File: src/rtl/posit_defines.sv
// Shared field layouts and packed types for the raw (extractor) and sum
// (normalizer input) posit formats, es=2.
package posit_defines;

  localparam int unsigned POSIT_SERIALIZED_WIDTH_ES2     = 38;
  localparam int unsigned POSIT_SERIALIZED_WIDTH_SUM_ES2 = 42;

  localparam int unsigned RAW_SIGN_BIT  = 37;
  localparam int unsigned RAW_SCALE_MSB = 36;
  localparam int unsigned RAW_SCALE_LSB = 29;
  localparam int unsigned RAW_FRAC_MSB  = 28;
  localparam int unsigned RAW_FRAC_LSB  = 2;
  localparam int unsigned RAW_INF_BIT   = 1;
  localparam int unsigned RAW_ZERO_BIT  = 0;

  localparam int unsigned SUM_SIGN_BIT  = 41;
  localparam int unsigned SUM_SCALE_MSB = 40;
  localparam int unsigned SUM_SCALE_LSB = 33;
  localparam int unsigned SUM_FRAC_MSB  = 32;
  localparam int unsigned SUM_FRAC_LSB  = 2;
  localparam int unsigned SUM_INF_BIT   = 1;
  localparam int unsigned SUM_ZERO_BIT  = 0;

  localparam int unsigned GUARD_W = 4;

  typedef struct packed {
    logic        sign;
    logic [7:0]  scale;
    logic [26:0] frac;
    logic        inf;
    logic        zero;
  } posit_raw_t;

  typedef struct packed {
    logic        sign;
    logic [7:0]  scale;
    logic [30:0] frac;
    logic        inf;
    logic        zero;
  } posit_sum_t;

  typedef struct packed {
    logic        sign;
    logic [7:0]  scale;
    logic [26:0] frac;
  } operand_t;

  // Per-stage control carried alongside the datapath
  typedef struct packed {
    logic       special;
    posit_sum_t spec;
    logic       sign;
    logic [7:0] scale;
  } ctl_t;

  function automatic posit_sum_t widen(input posit_raw_t x);
    posit_sum_t s;
    s       = '0;
    s.sign  = x.sign;
    s.scale = x.scale;
    s.frac  = {x.frac, {GUARD_W{1'b0}}};
    s.inf   = x.inf;
    s.zero  = x.zero;
    return s;
  endfunction

endpackage

File: src/rtl/posit_lzc.sv
// Parameterized leading-zero counter; all-zero input yields W.
module posit_lzc #(
  parameter int unsigned W  = 34,
  parameter int unsigned CW = $clog2(W + 1)
) (
  input  logic [W-1:0]  value,
  output logic [CW-1:0] count
);

  always_comb begin
    count = CW'(W);
    for (int unsigned i = 0; i < W; i++) begin
      if (value[i]) count = CW'(W - 1 - i);
    end
  end

endmodule

File: src/rtl/posit_raw_adder_p8.sv
// 8-stage pipelined adder for raw es=2 posits: specials/compare, swap,
// align (2), add, lzc, shift, pack. Output is unrounded with a sticky flag.
module posit_raw_adder_p8
  import posit_defines::*;
#(
  parameter int unsigned N       = 32,
  parameter int unsigned ES      = 2,
  parameter int unsigned LATENCY = 8
) (
  input  logic                                      clk,
  input  logic                                      rst,
  input  logic [POSIT_SERIALIZED_WIDTH_ES2-1:0]     in1,
  input  logic [POSIT_SERIALIZED_WIDTH_ES2-1:0]     in2,
  input  logic                                      start,
  output logic [POSIT_SERIALIZED_WIDTH_SUM_ES2-1:0] result,
  output logic                                      done,
  output logic                                      truncated
);

  localparam int unsigned FRAC_W = N - ES - 3;
  localparam int unsigned SIG_W  = FRAC_W + 1;
  localparam int unsigned WORK_W = SIG_W + GUARD_W + 2;
  localparam int unsigned CNT_W  = $clog2(WORK_W + 1);
  localparam int unsigned PAD_W  = WORK_W - SIG_W - 1;

  logic [LATENCY-1:0] vld_q;
  posit_raw_t a_in, b_in;
  posit_sum_t spec_in;
  logic       special_in, a_ge_in;

  operand_t   a1, b1;
  logic       a_ge1, sp1;
  posit_sum_t spec1;

  ctl_t       ctl_nx;
  ctl_t       ctl_q [2:7];
  logic [7:0]        small_scale2;
  logic [FRAC_W-1:0] big_frac2, small_frac2;
  logic              sub2;

  logic [8:0]        diff;
  logic [WORK_W-1:0] big_sig3, small_sig3;
  logic [CNT_W-1:0]  d3;
  logic              sub3;

  logic [2*WORK_W-1:0] sh_full;
  logic [WORK_W-1:0]   big_sig4, sh4;
  logic                sticky4, sub4;

  logic [WORK_W-1:0] sum5, sum6;
  logic              sticky5, sticky6, sticky7;
  logic [CNT_W-1:0]  lzc_cnt, lzc6;

  logic [WORK_W-1:0]        norm_full;
  logic [WORK_W-2:0]        norm7;
  logic signed [8:0]        scale_nx, scale7;
  logic                     zero7;

  posit_sum_t res_nx, res_q;
  logic       trunc_nx, trunc_q;

  always_comb begin
    a_in.sign  = in1[RAW_SIGN_BIT];
    a_in.scale = in1[RAW_SCALE_MSB:RAW_SCALE_LSB];
    a_in.frac  = in1[RAW_FRAC_MSB:RAW_FRAC_LSB];
    a_in.inf   = in1[RAW_INF_BIT];
    a_in.zero  = in1[RAW_ZERO_BIT];
    b_in.sign  = in2[RAW_SIGN_BIT];
    b_in.scale = in2[RAW_SCALE_MSB:RAW_SCALE_LSB];
    b_in.frac  = in2[RAW_FRAC_MSB:RAW_FRAC_LSB];
    b_in.inf   = in2[RAW_INF_BIT];
    b_in.zero  = in2[RAW_ZERO_BIT];
  end

  always_comb begin
    spec_in    = '0;
    special_in = 1'b1;
    if (a_in.inf | b_in.inf)        spec_in.inf  = 1'b1;
    else if (a_in.zero & b_in.zero) spec_in.zero = 1'b1;
    else if (a_in.zero)             spec_in = widen(b_in);
    else if (b_in.zero)             spec_in = widen(a_in);
    else                            special_in = 1'b0;
    // Biasing the scale sign bit turns the signed compare into an unsigned one
    a_ge_in = {~a_in.scale[7], a_in.scale[6:0], a_in.frac} >=
              {~b_in.scale[7], b_in.scale[6:0], b_in.frac};
  end

  always_comb begin
    ctl_nx.special = sp1;
    ctl_nx.spec    = spec1;
    ctl_nx.sign    = a_ge1 ? a1.sign  : b1.sign;
    ctl_nx.scale   = a_ge1 ? a1.scale : b1.scale;
  end

  always_comb begin
    diff    = {ctl_q[2].scale[7], ctl_q[2].scale} - {small_scale2[7], small_scale2};
    sh_full = {small_sig3, {WORK_W{1'b0}}} >> d3;
  end

  posit_lzc #(.W(WORK_W), .CW(CNT_W)) u_lzc (
    .value (sum5),
    .count (lzc_cnt)
  );

  always_comb begin
    norm_full = sum6 << lzc6;
    scale_nx  = $signed({ctl_q[6].scale[7], ctl_q[6].scale}) + 9'sd1
              - $signed({{(9-CNT_W){1'b0}}, lzc6});
  end

  always_comb begin
    res_nx   = '0;
    trunc_nx = 1'b0;
    if (ctl_q[7].special) begin
      res_nx = ctl_q[7].spec;
    end else if (zero7) begin
      res_nx.zero = 1'b1;
    end else begin
      res_nx.sign = ctl_q[7].sign;
      if (scale7 > 9'sd127)       res_nx.scale = 8'h7F;
      else if (scale7 < -9'sd128) res_nx.scale = 8'h80;
      else                        res_nx.scale = scale7[7:0];
      res_nx.frac = norm7[WORK_W-2:2];
      trunc_nx    = (|norm7[1:0]) | sticky7;
    end
  end

  always_ff @(posedge clk) begin
    if (rst) begin
      vld_q        <= '0;
      a1           <= '0;
      b1           <= '0;
      a_ge1        <= 1'b0;
      sp1          <= 1'b0;
      spec1        <= '0;
      for (int unsigned k = 2; k <= 7; k++) ctl_q[k] <= '0;
      small_scale2 <= '0;
      big_frac2    <= '0;
      small_frac2  <= '0;
      sub2         <= 1'b0;
      big_sig3     <= '0;
      small_sig3   <= '0;
      d3           <= '0;
      sub3         <= 1'b0;
      big_sig4     <= '0;
      sh4          <= '0;
      sticky4      <= 1'b0;
      sub4         <= 1'b0;
      sum5         <= '0;
      sticky5      <= 1'b0;
      sum6         <= '0;
      lzc6         <= '0;
      sticky6      <= 1'b0;
      norm7        <= '0;
      scale7       <= '0;
      zero7        <= 1'b0;
      sticky7      <= 1'b0;
      res_q        <= '0;
      trunc_q      <= 1'b0;
    end else begin
      vld_q        <= {vld_q[LATENCY-2:0], start};
      a1           <= '{sign: a_in.sign, scale: a_in.scale, frac: a_in.frac};
      b1           <= '{sign: b_in.sign, scale: b_in.scale, frac: b_in.frac};
      a_ge1        <= a_ge_in;
      sp1          <= special_in;
      spec1        <= spec_in;
      ctl_q[2]     <= ctl_nx;
      for (int unsigned k = 3; k <= 7; k++) ctl_q[k] <= ctl_q[k-1];
      small_scale2 <= a_ge1 ? b1.scale : a1.scale;
      big_frac2    <= a_ge1 ? a1.frac  : b1.frac;
      small_frac2  <= a_ge1 ? b1.frac  : a1.frac;
      sub2         <= a1.sign ^ b1.sign;
      big_sig3     <= {2'b01, big_frac2, {PAD_W{1'b0}}};
      small_sig3   <= {2'b01, small_frac2, {PAD_W{1'b0}}};
      d3           <= (diff > 9'(WORK_W)) ? CNT_W'(WORK_W) : diff[CNT_W-1:0];
      sub3         <= sub2;
      big_sig4     <= big_sig3;
      sh4          <= sh_full[2*WORK_W-1:WORK_W];
      sticky4      <= |sh_full[WORK_W-1:0];
      sub4         <= sub3;
      // Subtracting the sticky as one LSB keeps the upper bits an exact floor
      sum5         <= sub4 ? (big_sig4 - sh4 - WORK_W'(sticky4)) : (big_sig4 + sh4);
      sticky5      <= sticky4;
      sum6         <= sum5;
      lzc6         <= lzc_cnt;
      sticky6      <= sticky5;
      norm7        <= norm_full[WORK_W-2:0];
      scale7       <= scale_nx;
      zero7        <= ~norm_full[WORK_W-1];
      sticky7      <= sticky6;
      res_q        <= res_nx;
      trunc_q      <= trunc_nx;
    end
  end

  assign done      = vld_q[LATENCY-1];
  assign truncated = trunc_q;
  assign result[SUM_SIGN_BIT]                = res_q.sign;
  assign result[SUM_SCALE_MSB:SUM_SCALE_LSB] = res_q.scale;
  assign result[SUM_FRAC_MSB:SUM_FRAC_LSB]   = res_q.frac;
  assign result[SUM_INF_BIT]                 = res_q.inf;
  assign result[SUM_ZERO_BIT]                = res_q.zero;

endmodule

File: config.mk
export PLATFORM = sky130hd
export DESIGN_NAME = posit_raw_adder_p8
export DESIGN_NICKNAME = d
export VERILOG_FILES = /design/src/rtl/posit_defines.sv /design/src/rtl/posit_lzc.sv /design/src/rtl/posit_raw_adder_p8.sv
export SDC_FILE = /design/constraint.sdc
export NUM_CORES = 1
export LEC_CHECK = 0
export ABC_AREA = 1
export CAP_MARGIN = 5
export CORE_AREA = 3 3 297 299
export CTS_BUF_LIST = sky130_fd_sc_hd__clkbuf_4
export DETAILED_ROUTE_END_ITERATION = 7
export DIE_AREA = 0 0 300 302
export PLACE_DENSITY = 0.62
export SETUP_SLACK_MARGIN = 0.5
export SLEW_MARGIN = 20
export SYNTH_ARGS = -nofsm -noshare
export SYNTH_HDL_FRONTEND = slang
export SYNTH_SLANG_ARGS = --single-unit
File: constraint.sdc
create_clock -name clk -period 7.6 [get_ports clk]
set_clock_uncertainty 0.05 [all_clocks]
set_input_delay 1.52 -clock clk [delete_from_list [all_inputs] [get_ports clk]]
set_output_delay 1.52 -clock clk [all_outputs]
set_load 0.01 [all_outputs]
==> metrics.md, run 1 <==
| Metric | Value |
|---|---|
| Outcome | `completed` |
| Post-synth EDFFs | `0` |
| Die area | `90600 µm²` |
| DRC Markers | `0` |
| Drt wl/cell | `13.6 µm` |
| Max Freq | `269 MHz` |
| Largest delay share family, worst path | `compound AO/OA/AOI/OAI gates` |
| CTS tree | `built` |
| CP Buf/Inv Count | `1` |
| Crit-path max FO | `32` |
| Synth area leader | `dfxtp_1` |
| Final hold vios | `0` |
| RSZ-0062 raised after global routing | `false` |
| Peak supply drop | `0.103 mV` |
| Clk sinks | `751` |
| Clk root buf | `clkbuf_4` |
| Initial Util | `35.1%` |
| Worst path max stage delay | `0.94 ns` |
| Num CTS Buffers | `185` |
| Sequential share of power | `45.3%` |
| Most used cell, CP | `o21ai_0` |
| Cts hold-fix bufs | `0` |
| Synth-to-Final Area Change | `14.9%` |
| GR Overflow Total | `0` |
| FFs w/ async S/R, synth | `0%` |
| Count of input and output buffers | `122` |
| Synthesized area | `30000 µm²` |
| Largest net degree at the start of global routing | `94` |
| Mean post-synth cell area | `7.67 µm²` |
| Ranking of synthesized cells by area | `dfxtp_1, nor2_1, inv_1` |
| Post-synth top area share | `50.1%` |
| Leading cell type in the layout, fill and taps excluded | `nor2_1` |
| Std-Cell Rows | `107` |
| Setup crit start kind | `register` |
| Sequential cell area | `15000 µm²` |
| Max_slew headroom | `29.9%` |
| Crit share post-route | `49.0%` |
| IO Pins | `123` |
| Footprint of the multi-input gates | `11600 µm²` |
| Max Buffers Root-to-Sink | `3` |
| Internal power | `6600 µW` |
| Gpl congestion | `0.895` |
| Hold Crit Class | `reg2reg` |
| Least-Margin Pin Slew | `1.05 ns` |
| Critical Path End Type | `register` |
| NetSw | `2980 µW` |
| First-pass GRT wire length | `118 mm` |
| Most frequent cells in the layout | `nor2_1, dfxtp_1, inv_1, nand2_1, o21ai_0` |
| Post-DP HPWL | `54.3 mm` |
| Clock transition at path regs | `0.07 ns` |
| Ys flop type | `dfxtp_1` |
| Critical-path top delay cell | `dfxtp_1` |
| Via density | `4.46` |
| Pwr Density | `278 nW/µm²` |
| Critical setup path kind | `reg2reg` |
| Static leakage | `0.0155 µW` |
| Ys Warns | `0` |
| Final setup violation count | `0` |
| Chip width | `300 µm` |
| Clock period minus worst slack | `3.72 ns` |
| Vias in the first global route | `23.3k` |
| FILL cells | `8973` |
| GRT Total Usage | `16.1%` |
| Worst skew pair latency | `1.01 ns` |
| Initial DRC count | `1580` |
| DRT antenna net count | `0` |
| Routed WL | `72.5 mm` |
| Post-Syn Nets | `4137` |
| Via count | `23.8k` |
| First-pass DRT Iterations | `6` |
| Synthesis-stage register bit count | `751` |
| Clock H-tree levels | `4` |
| Setup Buffers After CTS | `0` |
| Nets | `4298` |
| Slew Limit Fails | `0` |
| Resized cells post-CTS | `0` |
| Worst Path Arrival | `4.51 ns` |
| Sequential area share after synthesis | `50.1%` |
| Setup tns final | `0 ns` |
| CP cell instances | `inv_2 -> nand2_1 -> o21ai_1 -> nand2_1 -> o21ai_0 -> o21ai_0 -> nand3_1 -> o21ai_0 -> nand3_1 -> nor2_1 -> a21oi_1 -> a221oi_2 -> nor2_1` |
| Clock power frac | `33.9%` |
| Core area | `85400 µm²` |
| CP required | `8.39 ns` |
| Mapped Cells | `3908` |
| Synth cell types | `54` |
| Total of max-cap violations | `0` |
| Finished Core Util | `40.3%` |
| Antenna violations before repair | `2` |
| Die Height | `302 µm` |
| Logic pwr share | `20.8%` |
| Layout cell share with drive strength beyond 1 | `8.94%` |
| Sw Share | `31.1%` |
through the flow:
| step | worst slack, ns | std cells | hold slack [ns] | total power (µW) | cell area (µm²) |
|---|---|---|---|---|---|
| finish | 3.88 | 5331 | 0.310 | 9570 | 34500 |
| global route | 3.61 | 5331 | 0.346 | 10200 | 34500 |
| CTS | 3.96 | 5328 | 0.317 | 9690 | 34400 |
| detailed placement | 3.51 | 5026 | 0.342 | 6390 | 32200 |
| global placement | 3.47 | 5026 | 0.343 | 6390 | 32200 |
| floorplan | 4.42 | 3908 | 0.338 | 5790 | 30000 |
logic make-up after synthesis:
logic type                 count (synthesis)  share of synthesized area [%]
AOI/OAI and AO/OA                        597                           11.5
xor gates and xnor gates                  28                          0.818
adders and majority gates                150                           6.33
buffers and inverters                    889                           11.2
DFF                                      751                           50.1
muxes                                     10                          0.334
and+or+nand+nor                         1483                           19.7
layout make-up:
class / instances / share of cell area, %
sequential: 751 / 43.6
multi-input combinational: 2268 / 33.7
inverter: 720 / 7.85
clock buffer: 254 / 5.53
tap: 1144 / 4.15
timing repair buffer: 143 / 4.02
clock inverter: 48 / 1.12
antenna: 3 / 0.0218
layer usage:
layer	part of all wire [%]	vias to the layer above	routed length [µm]	GRT usage, %
met3	4.6	102	3370	3.34
met1	49	10700	35800	22.0
met2	44	548	32000	25.4
li1	-	12400	-	-
met5	0	-	0	0
met4	1.8	0	1320	5.44
cells in the mapped netlist (15+ instances only):
| cell type | number |
|---|---|
| nand3_1 | 97 |
| o21ai_1 | 19 |
| nand2_1 | 446 |
| dfxtp_1 | 751 |
| a31oi_1 | 24 |
| nor2_1 | 860 |
| inv_1 | 710 |
| o21ai_0 | 269 |
| a21oi_1 | 142 |
| nor3_1 | 15 |
| ha_1 | 147 |
| xor2_1 | 21 |
| clkbuf_1 | 143 |
| a22oi_1 | 65 |
| nand2_2 | 18 |
worst paths after layout:
path	end	slack [ns]	cells past startpoint	startpoint
worst max-delay path	sticky4	3.88	13	d3[1]
worst min-delay path	vld_q[5]	0.31	2	vld_q[4]
worst max register to register	sticky4	3.88	13	d3[1]
worst min register to register	vld_q[5]	0.31	2	vld_q[4]
tightest hold or removal path, cell delays in order, from the launching register on:
cell and delay [ns]:
dfxtp_1 0.30, inv_1 0.04, nor2_1 0.03
sequential cells by signal (all words and copies together) (netlist names), 8 cells and up:
register / count
b1: 36
small_sig3: 27
big_frac2: 27
small_frac2: 27
sum6: 34
small_scale2: 8
ctl_nx: 38
big_sig4: 28
big_sig3: 28
sum5: 34
sh4: 33
norm7: 33
result: 42
a1: 36
vld_q: 8
ctl_q: 280
scale7: 9
power by group through the flow:
| stage | combinational, µW | clock, µW | sequential (µW) |
|---|---|---|---|
| after detailed placement | 1970 | 0 | 4420 |
| after CTS | 1980 | 3370 | 4340 |
| after floorplan | 1420 | 0 | 4370 |
| after global routing | 2260 | 3590 | 4360 |
| after global placement | 1970 | 0 | 4420 |
| final | 1990 | 3250 | 4340 |
(Power assumes the default switching activity.)
==> run 2: changes to the inputs <==
==> constraint.sdc (replaced) <==
create_clock -name clk -period 3.9 [get_ports clk]
set_clock_uncertainty 0.05 [all_clocks]
set_input_delay 0.78 -clock clk [delete_from_list [all_inputs] [get_ports clk]]
set_output_delay 0.78 -clock clk [all_outputs]
set_load 0.01 [all_outputs]
==> run 2 against run 1 <==
Effect of this change: critical path type unchanged; register-to-register slack lost 3.0 ns; setup slack lost 3.0 ns; critical endpoint unchanged; routed wire length grew 1.0%; sequential power grew 94%.
==> metrics.md, run 2 (synthesis results as in run 1) <==
| Metric | Value |
|---|---|
| Critical-path top delay cell | `o21ai_0` |
| Initial DRC count | `1525` |
| Via count | `24.0k` |
| Least-Margin Pin Slew | `1.06 ns` |
| Crit-path max FO | `17` |
| Die Height | `302 µm` |
| First-pass DRT Iterations | `7` |
| Top reg by flops | `ctl_q` |
| Cts hold-fix bufs | `0` |
| First-pass GRT wire length | `120 mm` |
| Clock power frac | `33.8%` |
| Routed WL | `73.2 mm` |
| Crit share post-route | `78.6%` |
| Static leakage | `0.0155 µW` |
| Die area | `90600 µm²` |
| Std-Cell Rows | `107` |
| Peak supply drop | `0.280 mV` |
| Num CTS Buffers | `184` |
| Largest net degree at the start of global routing | `106` |
| Critical setup path kind | `reg2reg` |
| Internal power | `12800 µW` |
| Initial Util | `35.1%` |
| Max_slew headroom | `29.2%` |
| Clock transition at path regs | `0.06 ns` |
| CP cell instances | `buf_4 -> buf_4 -> nand2_1 -> nand2_1 -> o21ai_0 -> o21ai_1 -> o21ai_1 -> inv_1 -> o21ai_0 -> nand4_1 -> nor3b_1 -> a21oi_1 -> a221oi_2 -> nor2_1` |
| Sequential share of power | `45.0%` |
| Clk root buf | `clkbuf_4` |
| Final instance area | `34600 µm²` |
| Post-DP HPWL | `54.6 mm` |
| Non-filler cells, final | `5354` |
| GR Overflow Total | `0` |
| DRC Markers | `0` |
| Final setup violation count | `0` |
| GRT Total Usage | `16.3%` |
| Drt wl/cell | `13.7 µm` |
| Logic pwr share | `21.3%` |
| Setup crit start kind | `register` |
| Antenna violations before repair | `3` |
| Core area | `85400 µm²` |
| Vias in the first global route | `23.4k` |
| Hold Crit Class | `in2reg` |
| Nets | `4310` |
| Via density | `4.48` |
| Synth-to-Final Area Change | `15.3%` |
| Placed inst area | `32300 µm²` |
| Max Freq | `326 MHz` |
| Count of input and output buffers | `122` |
| Total of max-cap violations | `0` |
| Layout cell share with drive strength beyond 1 | `9.09%` |
| Setup tns final | `0 ns` |
| Finished Core Util | `40.5%` |
| CTS tree | `built` |
| Sw Share | `31.3%` |
| Worst Path Arrival | `3.83 ns` |
| Clock H-tree levels | `4` |
| Gpl congestion | `0.903` |
| Largest register FFs | `280` |
| Outcome | `completed` |
| Critical Path End Type | `register` |
| Clk sinks | `751` |
| NetSw | `5850 µW` |
| Chip width | `300 µm` |
| Worst path max stage delay | `0.42 ns` |
| CP required | `4.66 ns` |
| Fin Hold WS | `0.185 ns` |
| Clock period minus worst slack | `3.07 ns` |
| RSZ-0062 raised after global routing | `false` |
| Pwr Density | `540 nW/µm²` |
| Worst skew pair latency | `1.01 ns` |
| IO Pins | `123` |
| DRT antenna net count | `0` |
| Leading cell type in the layout, fill and taps excluded | `nor2_1` |
| Most frequent cells in the layout | `nor2_1, dfxtp_1, inv_1, nand2_1, o21ai_0` |
| Final hold vios | `0` |
| Slew Limit Fails | `0` |
| Post-Place Cells | `5038` |
| Max Buffers Root-to-Sink | `3` |
==> run 2: critical path: cells and delay by family (launching register included) <==
family          cells  cell delay [ns]
compound gates      6             1.46
simple gates        5             0.60
buf+inv             3             0.49
flops               1             0.32
==> run 2: worst paths after layout <==
check / from / cells past startpoint / slack (ns) / endpoint
worst max-delay path: d3[0] / 14 / 0.83 / sticky4
worst min-delay path: rst / 2 / 0.18 / d3[1]
worst max register to register: d3[0] / 14 / 0.83 / sticky4
worst min register to register: ctl_q[0][114] / 2 / 0.31 / ctl_q[0][166]
==> run 2: routing by layer <==
| metal | share of wire, % | GRT usage [%] | vias up |
|---|---|---|---|
| met5 | 0 | 0 | - |
| li1 | - | - | 12500 |
| met4 | 2.5 | 6.50 | 0 |
| met1 | 48 | 22.0 | 10800 |
| met3 | 5.6 | 3.62 | 129 |
| met2 | 44 | 25.3 | 591 |
==> run 2: power by group through the flow <==
stage | Combinational [µW] | Clock, µW | Sequential, µW
5_1_grt | 4500 | 6960 | 8440
4_1_cts | 3930 | 6540 | 8400
3_5_place_dp | 3920 | 0 | 8570
6_report | 3970 | 6300 | 8400
3_3_place_gp | 3910 | 0 | 8560
2_1_floorplan | 2770 | 0 | 8510
==> run 2: what timing repair did <==
item                                    CTS  global route
resized for setup                         0             4
endpoints found under the setup margin    0             6
hold endpoints to repair                  0             0
buffers inserted                          0             1
==> run 2: stage by stage <==
step / setup slack [ns] / total power, µW
after floorplan: 1.10 / 11300
after global placement: 0.625 / 12500
after detailed placement: 0.657 / 12500
after CTS: 0.810 / 18900
after global routing: 0.502 / 19900
final: 0.835 / 18700
==> run 2: cell type report <==
cell class              instances  area, µm²
flip-flops and latches        751      15000
well taps                    1144       1430
inverters                     720       2700
clock inverters                61        420
multi-input cells            2268      11600
fillers                      8914      50800
clock buffers                 248       1860
repair buffers                156       1490
diodes                          6       15.0
==> run 3: changes to the inputs <==
==> constraint.sdc (replaced) <==
create_clock -name clk -period 3.15 [get_ports clk]
set_clock_uncertainty 0.05 [all_clocks]
set_input_delay 0.63 -clock clk [delete_from_list [all_inputs] [get_ports clk]]
set_output_delay 0.63 -clock clk [all_outputs]
set_load 0.01 [all_outputs]
==> run 3 against run 2 <==
Effect of this change: die area unchanged; sequential share of layout area down 1.6 points; design area up 4.1%; combinational power up 44%; first-iteration DRC count up 0.66%; flip-flop and latch count unchanged; sequential power up 24%; core utilization up 1.7 points; critical path depth up 9; register-to-register slack worse by 0.53 ns; non-clock buffer count up 61.
==> metrics.md, run 3 (synthesis results as in run 1) <==
| Metric | Value |
|---|---|
| Post-Place Cells | `5044` |
| Largest delay share family, worst path | `simple AND/OR/NAND/NOR gates` |
| Outcome | `completed` |
| Most frequent cells in the layout | `nor2_1, dfxtp_1, inv_1, nand2_1, clkbuf_4` |
| CP Capture Point | `sum5[30]` |
| Antenna violations before repair | `2` |
| Hold Crit Class | `in2reg` |
| Slew Limit Fails | `0` |
| Setup crit start kind | `register` |
| Clock transition at path regs | `0.07 ns` |
| R2R cell count | `23` |
| Fin Hold WS | `0.110 ns` |
| Clk root buf | `clkbuf_4` |
| Crit Reg-Reg Startpoint | `big_sig4[6]` |
| Max Freq | `352 MHz` |
| Hold path start | `start` |
| Via density | `4.47` |
| Leading cell type in the layout, fill and taps excluded | `nor2_1` |
| Clk sinks | `751` |
| CP Buf/Inv Count | `3` |
| R2R Path End | `sum5[30]` |
| Most used cell, CP | `nand2_2` |
| Total of max-cap violations | `0` |
| Dpl ws | `0.113 ns` |
| Drt wl/cell | `13.7 µm` |
| Vias in the first global route | `23.3k` |
| Worst Path Arrival | `3.60 ns` |
| CP cell instances | `inv_4 -> ha_4 -> buf_4 -> o31ai_4 -> nand3_2 -> nand2_2 -> nand3_2 -> nand2_2 -> nand3_2 -> nand2_2 -> nand3_2 -> nand2_4 -> a21oi_4 -> inv_2 -> nand3_2 -> o211ai_2 -> nand2_1 -> nand2_2 -> nand2_2 -> nand2_2 -> a21oi_1 -> o21ai_2 -> a21oi_1` |
| Worst path max stage delay | `0.35 ns` |
| Setup tns final | `0 ns` |
| Total power | `23800 µW` |
| Core area | `85400 µm²` |
| Gpl congestion | `0.919` |
| Clock period minus worst slack | `2.84 ns` |
| Register-to-Register Setup Slack | `0.31 ns` |
| Initial Util | `35.1%` |
| Nets | `4372` |
| IO Pins | `123` |
| Die Height | `302 µm` |
| Least-Margin Pin Slew | `0.774 ns` |
| Peak supply drop | `0.371 mV` |
| Count of input and output buffers | `122` |
| Die area | `90600 µm²` |
| DRC Markers | `0` |
| Via count | `24.3k` |
| Final hold vios | `0` |
| Synth-to-Final Area Change | `20.0%` |
| WP depth | `23` |
| GR Overflow Total | `0` |
| Post-DP HPWL | `54.1 mm` |
| RSZ-0062 raised after global routing | `true` |
| Crit share post-route | `90.2%` |
| Static leakage | `0.0160 µW` |
| DRT antenna net count | `0` |
| Chip width | `300 µm` |
| Critical-path top delay cell | `dfxtp_2` |
| Max_slew headroom | `48.3%` |
| Top reg by flops | `ctl_q` |
| Max Buffers Root-to-Sink | `3` |
| Critical setup path kind | `reg2reg` |
| CP required | `3.90 ns` |
| Routed WL | `74.2 mm` |
| Std-Cell Rows | `107` |
| Layout cell share with drive strength beyond 1 | `14.2%` |
| First-pass GRT wire length | `118 mm` |
| Final setup violation count | `0` |
| First-pass DRT Iterations | `5` |
| CTS tree | `built` |
| Non-filler cells, final | `5425` |
| Final worst slack | `0.308 ns` |
| Crit-path max FO | `3` |
| Largest register FFs | `280` |
| Initial DRC count | `1535` |
| Pwr Density | `662 nW/µm²` |
| Clock H-tree levels | `4` |
| Worst setup startpoint | `big_sig4[6]` |
| Worst skew pair latency | `1.01 ns` |
| GRT Total Usage | `16.1%` |
| Num CTS Buffers | `184` |
| Largest net degree at the start of global routing | `152` |
| Critical Path End Type | `register` |
## run 3: cell types whose count changed in the layout (fill, tap and decap cells not counted), sizes merged
cell,change
clkdlybuf4s50,-3
clkinvlp,+4
clkbuf,+5
inv,-1
dlygate4sd2,+3
bufinv,-2
buf,+59
dlygate4sd3,+1
clkinv,+5
## run 3: final cells by class
type	instances	area, µm²
multi-input combinational	2268	12400
tap	1144	1430
antenna	6	15.0
inverter	720	2730
sequential	751	15100
fill	8774	49400
timing repair inverter	1	7.51
clock buffer	252	1890
clock inverter	66	372
timing repair buffer	217	2070
## run 3: layer usage
metal | up-vias | share of wire [%] | GRT usage (%)
li1 | 12600 | - | -
met5 | - | 0 | 0
met2 | 633 | 44 | 25.1
met1 | 10900 | 48 | 21.7
met4 | 0 | 3.0 | 6.34
met3 | 149 | 5.3 | 3.55
## run 3: through the flow
stage	utilization [%]	instance area (µm²)
CTS	41.1	35100
floorplan	-	30100
global route	42.1	36000
detailed placement	38.0	32400
finish	42.1	36000
global placement	38.0	32400
## run 3: how the worst min path moves through the flow
stage,endpoint,slack [ns],cells after the start
final,vld_q[0],0.11,3
after global routing,vld_q[0],0.08,3
after CTS,vld_q[0],0.02,3
after detailed placement,ctl_q[0][184],0.34,2
after global placement,small_sig3[25],0.34,2
after floorplan,big_sig4[6],0.33,2
## run 3: worst min-delay path: cells and delay by family
kind / cells / cell delay, ns
buf+inv: 2 / 0.45
simple gates: 1 / 0.03
## run 3: power breakdown
| part | internal (µW) | switching [µW] |
|---|---|---|
| clock network | 3900 | 3780 |
| registers | 10100 | 297 |
| logic | 2220 | 3490 |
## run 3: what timing repair did
item                                   in CTS  in global routing
gates resized for setup                    75                190
gates cloned                                1                  2
pin swaps                                  22                 73
endpoints found under the hold margin      35                  0
buffers inserted                           14                 39
setup endpoints to repair                  19                 22
hold buffers                                1                  0
